--- src/rtl/sdram_pkg.sv ---
// Shared definitions for the SDRAM refresh logic.
//   T_REFI_CLKS  : clocks per auto-refresh interval (7.8 us at 50 MHz)
//   MAX_POSTPONE : owed-refresh saturation limit (JEDEC postpone limit)
//   URGENT_LEVEL : owed-refresh count at which the arbiter should pre-empt
//   state_t      : refresh scheduler FSM encoding
package sdram_pkg;

   localparam int T_REFI_CLKS  = 390;
   localparam int MAX_POSTPONE = 8;
   localparam int URGENT_LEVEL = 6;

   typedef enum logic [1:0] {
      WAIT_INIT = 2'd0,
      RUN       = 2'd1,
      PAUSED    = 2'd2
   } state_t;

endpackage

--- src/rtl/sdram_interval_timer.sv ---
// Reloadable down-counter marking refresh intervals.
//   clk, reset : clock, async active-high reset
//   run        : counting allowed in this cycle
//   hold       : freeze the counter (takes priority over run)
//   restart    : reload INTERVAL-1 on the next edge (highest priority)
//   tick       : one-cycle pulse while counting and the counter is 0
module sdram_interval_timer #(
   parameter int INTERVAL = 390,
   parameter int CNT_W    = 16
) (
   input  logic clk,
   input  logic reset,
   input  logic run,
   input  logic hold,
   input  logic restart,
   output logic tick
);

   localparam logic [CNT_W-1:0] RELOAD = CNT_W'(INTERVAL - 1);

   logic [CNT_W-1:0] count;
   logic             active;

   assign active = run && !hold && !restart;
   assign tick   = active && (count == '0);

   // Reloading on the tick edge makes the tick period exactly INTERVAL clocks.
   always_ff @(posedge clk or posedge reset) begin
      if (reset) begin
         count <= RELOAD;
      end else if (restart) begin
         count <= RELOAD;
      end else if (active) begin
         count <= (count == '0) ? RELOAD : count - CNT_W'(1);
      end
   end

endmodule

--- src/rtl/sdram_refresh_scheduler.sv ---
// Auto-refresh scheduler: interval timing, owed-refresh accounting and the
// req/ack handshake towards the SDRAM command sequencer.
//   clk, reset   : clock, async active-high reset
//   init_done    : SDRAM power-up sequence complete (level)
//   enable       : refresh scheduling enabled (level; low in self-refresh)
//   ref_ack      : one-cycle pulse, one AUTO REFRESH issued
//   clr_overflow : synchronous clear of the overflow flag
//   ref_req      : at least one refresh owed
//   ref_urgent   : owed count >= URGENT_AT
//   pending      : owed-refresh count
//   tick         : one-cycle pulse at each interval expiry
//   overflow     : sticky, an interval expired while already saturated
//
// state     | meaning
// WAIT_INIT | SDRAM not initialised; counter held at INTERVAL-1
// RUN       | counting intervals while enable is high
// PAUSED    | enable low; counter frozen, handshake still active
module sdram_refresh_scheduler
   import sdram_pkg::*;
#(
   parameter int INTERVAL    = T_REFI_CLKS,
   parameter int CNT_W       = 16,
   parameter int MAX_PENDING = MAX_POSTPONE,
   parameter int URGENT_AT   = URGENT_LEVEL,
   parameter int PEND_W      = 4
) (
   input  logic              clk,
   input  logic              reset,
   input  logic              init_done,
   input  logic              enable,
   input  logic              ref_ack,
   input  logic              clr_overflow,
   output logic              ref_req,
   output logic              ref_urgent,
   output logic [PEND_W-1:0] pending,
   output logic              tick,
   output logic              overflow
);

   localparam logic [PEND_W-1:0] PEND_MAX = PEND_W'(MAX_PENDING);
   localparam logic [PEND_W-1:0] PEND_URG = PEND_W'(URGENT_AT);

   state_t            state, state_nxt;
   logic [PEND_W-1:0] pend_nxt;
   logic              ovf_set;
   logic              restart;

   // Losing init_done reloads the timer in the same cycle it is seen.
   assign restart = (state == WAIT_INIT) || !init_done;

   sdram_interval_timer #(
      .INTERVAL (INTERVAL),
      .CNT_W    (CNT_W)
   ) u_timer (
      .clk     (clk),
      .reset   (reset),
      .run     (state == RUN),
      .hold    (!enable),
      .restart (restart),
      .tick    (tick)
   );

   always_comb begin
      state_nxt = state;
      if (!init_done) begin
         state_nxt = WAIT_INIT;
      end else begin
         case (state)
            WAIT_INIT: state_nxt = RUN;
            RUN:       if (!enable) state_nxt = PAUSED;
            PAUSED:    if (enable)  state_nxt = RUN;
            default:   state_nxt = WAIT_INIT;
         endcase
      end
   end

   // A tick and an ack in the same cycle cancel, so saturation is not
   // flagged when a refresh is being consumed as a new one comes due.
   always_comb begin
      pend_nxt = pending;
      ovf_set  = 1'b0;
      if (!init_done) begin
         pend_nxt = '0;
      end else if (tick && !ref_ack) begin
         if (pending == PEND_MAX) begin
            ovf_set = 1'b1;
         end else begin
            pend_nxt = pending + PEND_W'(1);
         end
      end else if (ref_ack && !tick) begin
         if (pending != '0) begin
            pend_nxt = pending - PEND_W'(1);
         end
      end
   end

   always_ff @(posedge clk or posedge reset) begin
      if (reset) begin
         state      <= WAIT_INIT;
         pending    <= '0;
         ref_req    <= 1'b0;
         ref_urgent <= 1'b0;
         overflow   <= 1'b0;
      end else begin
         state      <= state_nxt;
         pending    <= pend_nxt;
         ref_req    <= (pend_nxt != '0);
         ref_urgent <= (pend_nxt >= PEND_URG);
         if (ovf_set) begin
            overflow <= 1'b1;
         end else if (clr_overflow) begin
            overflow <= 1'b0;
         end
      end
   end

endmodule

--- config.mk ---
export PLATFORM = sky130hd
export DESIGN_NAME = sdram_refresh_scheduler
export DESIGN_NICKNAME = d
export VERILOG_FILES = /design/src/rtl/sdram_pkg.sv /design/src/rtl/sdram_interval_timer.sv /design/src/rtl/sdram_refresh_scheduler.sv
export SDC_FILE = /design/constraint.sdc
export NUM_CORES = 1
export LEC_CHECK = 0
export ABC_AREA = 1
export BUFFER_PORTS_ARGS = -buffer_cell sky130_fd_sc_hd__buf_2
export CAP_MARGIN = 40
export CORE_UTILIZATION = 35
export CTS_CLUSTER_DIAMETER = 100
export DETAILED_ROUTE_END_ITERATION = 12
export GPL_TIMING_DRIVEN = 1
export PLACE_DENSITY_LB_ADDON = 0.05
export REMOVE_ABC_BUFFERS = 1
export SYNTH_ARGS = -nofsm -noshare
export SYNTH_HDL_FRONTEND = slang
export SYNTH_HIERARCHICAL = 1
export SYNTH_SLANG_ARGS = --single-unit
--- constraint.sdc ---
create_clock -name clk -period 2.55 [get_ports clk]
set_input_delay 0 -clock clk [delete_from_list [all_inputs] [get_ports clk]]
set_output_delay 0 -clock clk [all_outputs]
set_load 0.01 [all_outputs]
==> out/qor.txt, run 1 <==
Commonest non-fill, non-tap cell in the layout -> nand2_1
CTS tree -> built
Vias in the first global route -> 1383
NumNets Final -> 255
Final GP Congestion -> 0.8230
ANT cells -> 0
Internal Power -> 0.6977 mW
I/O Buffers -> 13
Clock Skews -> 0.009274 ns
CTS max path bufs -> 2
Clock Latency Late Sink -> 0.27 ns
Final wirelength -> 3537 um
Period utilization -> 83.51%
Routed wl met3 -> 116 um
Global route overflow -> 0
Switch Pwr -> 0.4074 mW
CP Cell Sequence -> inv_1 > ha_1 > nand3_4 > nor2_4 > nand3_4 > nor3_1 > inv_2 > nor2_4 > inv_2 > o21ai_2 > inv_1 > nand2_2 > nand2_1 > clkinv_1 > nand2_1
Final ANT Viol Nets -> 0
Synth unique cells -> 28
FILL cells -> 475
Drt pass-1 iters -> 4
DR vias/cell -> 4.727
VDD IR max -> 0.2959 mV
Setup TNS -> 0 ns
Wirelength per Cell -> 11.91 um
# Post-CTS Setup Buffers -> 0
Maximum clock frequency -> 469.6 MHz
Max-slew headroom -> 57.06%
DPL Wire Length -> 2775 um
Slew Viols, Final -> 0
Leakage -> 0.9760 nW
Sw Ratio -> 36.87%
Starting Density -> 37.02%
Worst-path clk slew -> 0.08 ns
Area delta synth->final -> 13.61%
Pwr dens -> 591.2 nW/um2
Sequential Power Share -> 43.7%
Worst setup EP type -> flop
Final setup fails -> 0
CTS Hold Buffers Added -> 3
Syn Area/Cell -> 7.378 um2
Die H -> 70.57 um
Global-route wire length before repair -> 6078 um
Clock root buffer -> clkbuf_8
Pin count of the biggest net entering global routing -> 17
Crit path arrival time -> 2.29 ns
CP Class -> flop to flop
Hold Worst Slack -> 0.06504 ns
Initial antenna violation count -> 0
Unrepaired setup endpoints after global routing -> no
WL met1 -> 1553 um
PostCTS Resize Cnt -> 0
Power share of the combinational group -> 34.9%
All-Layer GR Usage -> 15.54%
Hold crit path type -> input pin to flop
Most frequent cells in the layout -> 51 x nand2_1, 34 x inv_1, 24 x nor2_1
Clock share of power -> 21.3%
Startpoint type of the worst setup path -> flop
Cell row count -> 24
Die width -> 70.57 um
Sink Count -> 25
Starting DRT DRC Count -> 45
Final hold violations -> 0
Vias -> 1404
Worst slew pin tran -> 0.6434 ns
CP peak stage delay -> 0.38 ns
Residual DRC count -> 0
YS warnings -> 6
Total CTS buffers -> 3
Mapped cell area -> 1645 um2
CP max FO -> 5
Share of layout cells above drive strength 1 -> 22.45%
# IOs -> 14
H-Tree Depth -> 1
Highest routing layer actually used -> met4
Die ar. -> 4979 um2
Crit path max-delay cell type -> dfrtp_1
Fin crit period -> 2.130 ns
Max-Cap Viols -> 0
Cells after Synth -> 223
Sequential element share of the synthesized area -> 38.33%
Met2 Wirelength -> 1847 um
Core footprint -> 4444 um2
Total power -> 1.105 mW
CP required -> 2.71 ns
Number of synthesized register bits -> 25
Outcome -> finished clean
-- worst paths after layout --
check	startpoint	to	slack [ns]	depth (start not counted)
setup / recovery	u_timer/count[1]	ref_req	0.42	15
hold / removal	init_done	pending[0]	0.07	3
setup reg to reg	u_timer/count[1]	ref_req	0.42	15
hold reg to reg	u_timer/count[7]	u_timer/count[7]	0.54	2
max in group asynchronous	reset	u_timer/count[1]	1.78	3
min in group asynchronous	reset	pending[2]	0.24	3
-- power by group through the flow --
stage / Sequential (mW) / Clock (mW) / Combinational, mW
final: 0.483 / 0.236 / 0.386
after global routing: 0.492 / 0.265 / 0.439
after CTS: 0.484 / 0.252 / 0.396
after detailed placement: 0.491 / 0 / 0.393
after global placement: 0.495 / 0 / 0.392
after floorplan: 0.499 / 0 / 0.270
-- registers in the layout (all words and copies together), names as in the netlist --
register / count
overflow: 1
u_timer/count: 16
pending: 4
state: 2
ref_urgent: 1
ref_req: 1
-- worst max-delay path: cells and delay by family, from the launching register on --
kind	cells	cell delay [ns]
buffers and inverters	5	0.33
AOI/OAI and AO/OA	1	0.10
adders and majority gates	1	0.24
and+or+nand+nor	8	0.97
DFF	1	0.38
-- per-layer routing --
layer  track usage [%]  up-vias
met1             17.57      643
li1                  -      736
met4             3.556        0
met5                 0        -
met3             3.419        2
met2             29.77       23
-- area by class of cell --
type / instances / area, um2 / area share (%)
clock buffers: 4 / 45.04 / 2.410
inverters: 45 / 171.4 / 9.170
multi-input cells: 152 / 839.6 / 44.91
flip-flops and latches: 25 / 630.6 / 33.74
well taps: 52 / 65.06 / 3.481
repair buffers: 19 / 117.6 / 6.292
-- cell usage after synthesis (all sizes together) --
library cell | number | area, um2
nand2 | 55 | 221.5
inv | 44 | 167.7
nor2 | 33 | 176.4
nand3 | 22 | 150.1
dfrtp | 21 | 525.5
a21oi | 10 | 61.31
o21ai | 8 | 43.79
o22ai | 7 | 43.79
xor2 | 7 | 61.31
dfstp | 4 | 105.1
ha | 3 | 37.54
nand4 | 3 | 18.77
nor3 | 2 | 10.01
a31oi | 1 | 6.260
clkbuf | 1 | 3.750
clkinv | 1 | 3.750
xnor2 | 1 | 8.760
-- cells by family after synthesis --
group / count (synthesis) / synth area share, %
DFF: 25 / 38.33
buffers and inverters: 46 / 10.65
adders and majority gates: 3 / 2.282
AOI/OAI and AO/OA: 26 / 9.430
xor gates and xnor gates: 8 / 4.259
and+or+nand+nor: 115 / 35.06
-- metrics by stage --
step                cell area, um2  setup slack (ns)  utilization, %  std cells
floorplan                     1642            0.1890               -        222
global placement              1794            0.4293           40.37        290
detailed placement            1794            0.4015           40.37        290
CTS                           1869            0.3819           42.06        297
global route                  1869            0.1862           42.06        297
finish                        1869            0.4204           42.06        297
Power figures use the tool's default switching activity.
==> run 2: changes to the inputs <==
Clock period 2.55 ns to 2.12 ns, I/O delays scaled along.
==> run 2 against run 1 <==
Maximum frequency rose by 10%. Largest cell class unchanged. Core utilization rose by 2.1 points. Highest routed layer unchanged. Critical path type unchanged. Final area rose by 4.9%.
==> out/qor.txt, run 2 (synthesized netlist as in run 1, its figures left out) <==
Outcome -> finished clean (unchanged)
Die width -> 70.57 um (unchanged)
RR Startpoint -> u_timer/count[5] (was u_timer/count[1])
Pin count of the biggest net entering global routing -> 17 (unchanged)
Drt pass-1 iters -> 4 (unchanged)
Max-slew headroom -> 55.32% (was 57.06%)
Vias in the first global route -> 1399 (was 1383)
Starting DRT DRC Count -> 60 (was 45)
Slew Viols, Final -> 0 (unchanged)
Crit path arrival time -> 2.09 ns (was 2.29 ns)
Crit path max-delay family -> simple AND/OR/NAND/NOR gates (unchanged)
Setup crit start -> u_timer/count[5] (was u_timer/count[1])
CP required -> 2.28 ns (was 2.71 ns)
Clock Latency Late Sink -> 0.27 ns (about the same)
Final wirelength -> 3647 um (was 3537 um)
Core footprint -> 4444 um2 (unchanged)
Fin area -> 1961 um2 (was 1869 um2)
Crit path buf inv count -> 4 (was 5)
Maximum clock frequency -> 517.2 MHz (was 469.6 MHz)
DR vias/cell -> 4.705 (was 4.727)
Top cell by count, worst path -> nor2_4
ANT cells -> 0 (unchanged)
Seq. cell area -> 630.6 um2 (unchanged)
# IOs -> 14 (unchanged)
CP max FO -> 5 (unchanged)
All-Layer GR Usage -> 16.16% (was 15.54%)
Clock root buffer -> clkbuf_8 (unchanged)
Die ar. -> 4979 um2 (unchanged)
CTS max path bufs -> 2 (unchanged)
Residual DRC count -> 0 (unchanged)
Startpoint type of the worst setup path -> flop (unchanged)
Internal Power -> 0.8403 mW (was 0.6977 mW)
Cell row count -> 24 (unchanged)
Hold_sp -> init_done (unchanged)
R2R setup slack -> 0.19 ns (was 0.42 ns)
Final GP Congestion -> 0.7471 (was 0.8230)
Share of layout cells above drive strength 1 -> 26.88% (was 22.45%)
Hold Crit Depth -> 3 (unchanged)
Hold Worst Slack -> 0.05077 ns (was 0.06504 ns)
DPL Wire Length -> 2848 um (was 2775 um)
Pwr dens -> 684.6 nW/um2 (was 591.2 nW/um2)
Worst slew pin tran -> 0.6694 ns (was 0.6434 ns)
Hold crit path type -> input pin to flop (unchanged)
NumNets Final -> 263 (was 255)
Power share of the combinational group -> 34.7% (was 34.9%)
Most frequent cells in the layout -> 51 x nand2_1, 32 x inv_1, 23 x nor2_1 (was 51 x nand2_1, 34 x inv_1, 24 x nor2_1)
Starting Density -> 37.02% (unchanged)
Vias -> 1435 (was 1404)
Initial antenna violation count -> 0 (unchanged)
End of the worst hold path -> pending[0] (unchanged)
VDD IR max -> 0.4615 mV (was 0.2959 mV)
Placed instance area -> 1832 um2 (was 1794 um2)
Commonest non-fill, non-tap cell in the layout -> nand2_1 (unchanged)
Clock Skews -> 0.009274 ns (about the same)
Final setup fails -> 0 (unchanged)
Final hold violations -> 0 (unchanged)
Sw Ratio -> 37.39% (was 36.87%)
Worst-path clk slew -> 0.09 ns (was 0.08 ns)
Reg2Reg Depth -> 14 (was 15)
Largest register FFs -> 16 (unchanged)
Period utilization -> 91.21% (was 83.51%)
Crit path max-delay cell type -> dfrtp_1 (unchanged)
Area delta synth->final -> 19.16% (was 13.61%)
Max-Cap Viols -> 0 (unchanged)
CTS tree -> built (unchanged)
CP peak stage delay -> 0.44 ns (was 0.38 ns)
Largest registers -> u_timer/count x16, pending x4, state x2 (unchanged)
FILL cells -> 480 (was 475)
I/O Buffers -> 13 (unchanged)
Sequential Power Share -> 43.7% (about the same)
Total CTS buffers -> 3 (unchanged)
Die H -> 70.57 um (unchanged)
CP Cell Sequence -> nor2_4 > nand2_2 > nor2_4 > nand3_4 > nor3_4 > inv_2 > nor2_4 > inv_2 > o21ai_2 > inv_1 > nand2_2 > nand2_1 > clkinv_1 > nand2_1 (was inv_1 > ha_1 > nand3_4 > nor2_4 > nand3_4 > nor3_1 > inv_2 > nor2_4 > inv_2 > o21ai_2 > inv_1 > nand2_2 > nand2_1 > clkinv_1 > nand2_1)
Largest reg by FF count -> u_timer/count (unchanged)
Area of the multi-input gates -> 870.8 um2 (was 839.6 um2)
Worst reg2reg path endpoint -> ref_req (unchanged)
Final ANT Viol Nets -> 0 (unchanged)
Wirelength per Cell -> 11.96 um (was 11.91 um)
Clock share of power -> 21.6% (was 21.3%)
Fin crit period -> 1.934 ns (was 2.130 ns)
Global-route wire length before repair -> 6292 um (was 6078 um)
Worst setup EP type -> flop (unchanged)
Leakage -> 1.030 nW (was 0.9760 nW)
H-Tree Depth -> 1 (unchanged)
Switch Pwr -> 0.5019 mW (was 0.4074 mW)
CP Class -> flop to flop (unchanged)
Global route overflow -> 0 (unchanged)
Sink Count -> 25 (unchanged)
[run 2: repair_timing]
item	4_1_cts	5_1_grt
setup buffers	0	3
endpoints found under the hold margin	24	0
setup endpoints to repair	0	5
resized for setup	0	8
hold buffers	3	0
[run 2: worst max-delay path by stage]
stage,endpoint,slack (ns),cells past startpoint
after floorplan,ref_req,-0.24,15
after global placement,ref_urgent,0.06,14
after detailed placement,ref_req,0.03,13
after CTS,ref_req,0.01,13
after global routing,ref_req,-0.002,14
final,ref_req,0.19,14
[run 2: cell type report]
| cell class | count | area share [%] |
|---|---|---|
| Sequential cell | 25 | 32.16 |
| Clock buffer | 4 | 2.297 |
| Inverter | 45 | 8.743 |
| Multi-Input combinational cell | 152 | 44.42 |
| Timing Repair Buffer | 27 | 9.062 |
| Tap cell | 52 | 3.318 |
[run 2: worst min-delay path, stage by stage]
cell,delay (ns)
buf_2,0.14
nand3_1,0.10
inv_1,0.04
[run 2: per-stage QoR]
stage | total power [mW] | util [%] | setup WS (ns) | setup TNS, ns | cells
after floorplan | 0.9245 | - | -0.2410 | -0.8848 | 222
after global placement | 1.071 | 41.22 | 0.06030 | 0 | 295
after detailed placement | 1.060 | 41.22 | 0.02529 | 0 | 295
after CTS | 1.363 | 42.91 | 0.009539 | 0 | 302
after global routing | 1.460 | 44.12 | -0.001948 | -0.001948 | 305
final | 1.342 | 44.12 | 0.1863 | 0 | 305
[run 2: power groups by stage]
stage	Sequential (mW)	Clock (mW)	Combinational (mW)
2_1_floorplan	0.600	0	0.325
3_3_place_gp	0.598	0	0.473
3_5_place_dp	0.595	0	0.464
4_1_cts	0.587	0.304	0.471
5_1_grt	0.597	0.325	0.539
6_report	0.587	0.289	0.466
[run 2: metal layers]
metal	routed length, um	GRT usage (%)	up-vias
li1	-	-	760
met1	1719	19.69	657
met2	1821	29.77	16
met3	89	3.134	2
met4	17	3.333	0
met5	0	0	-
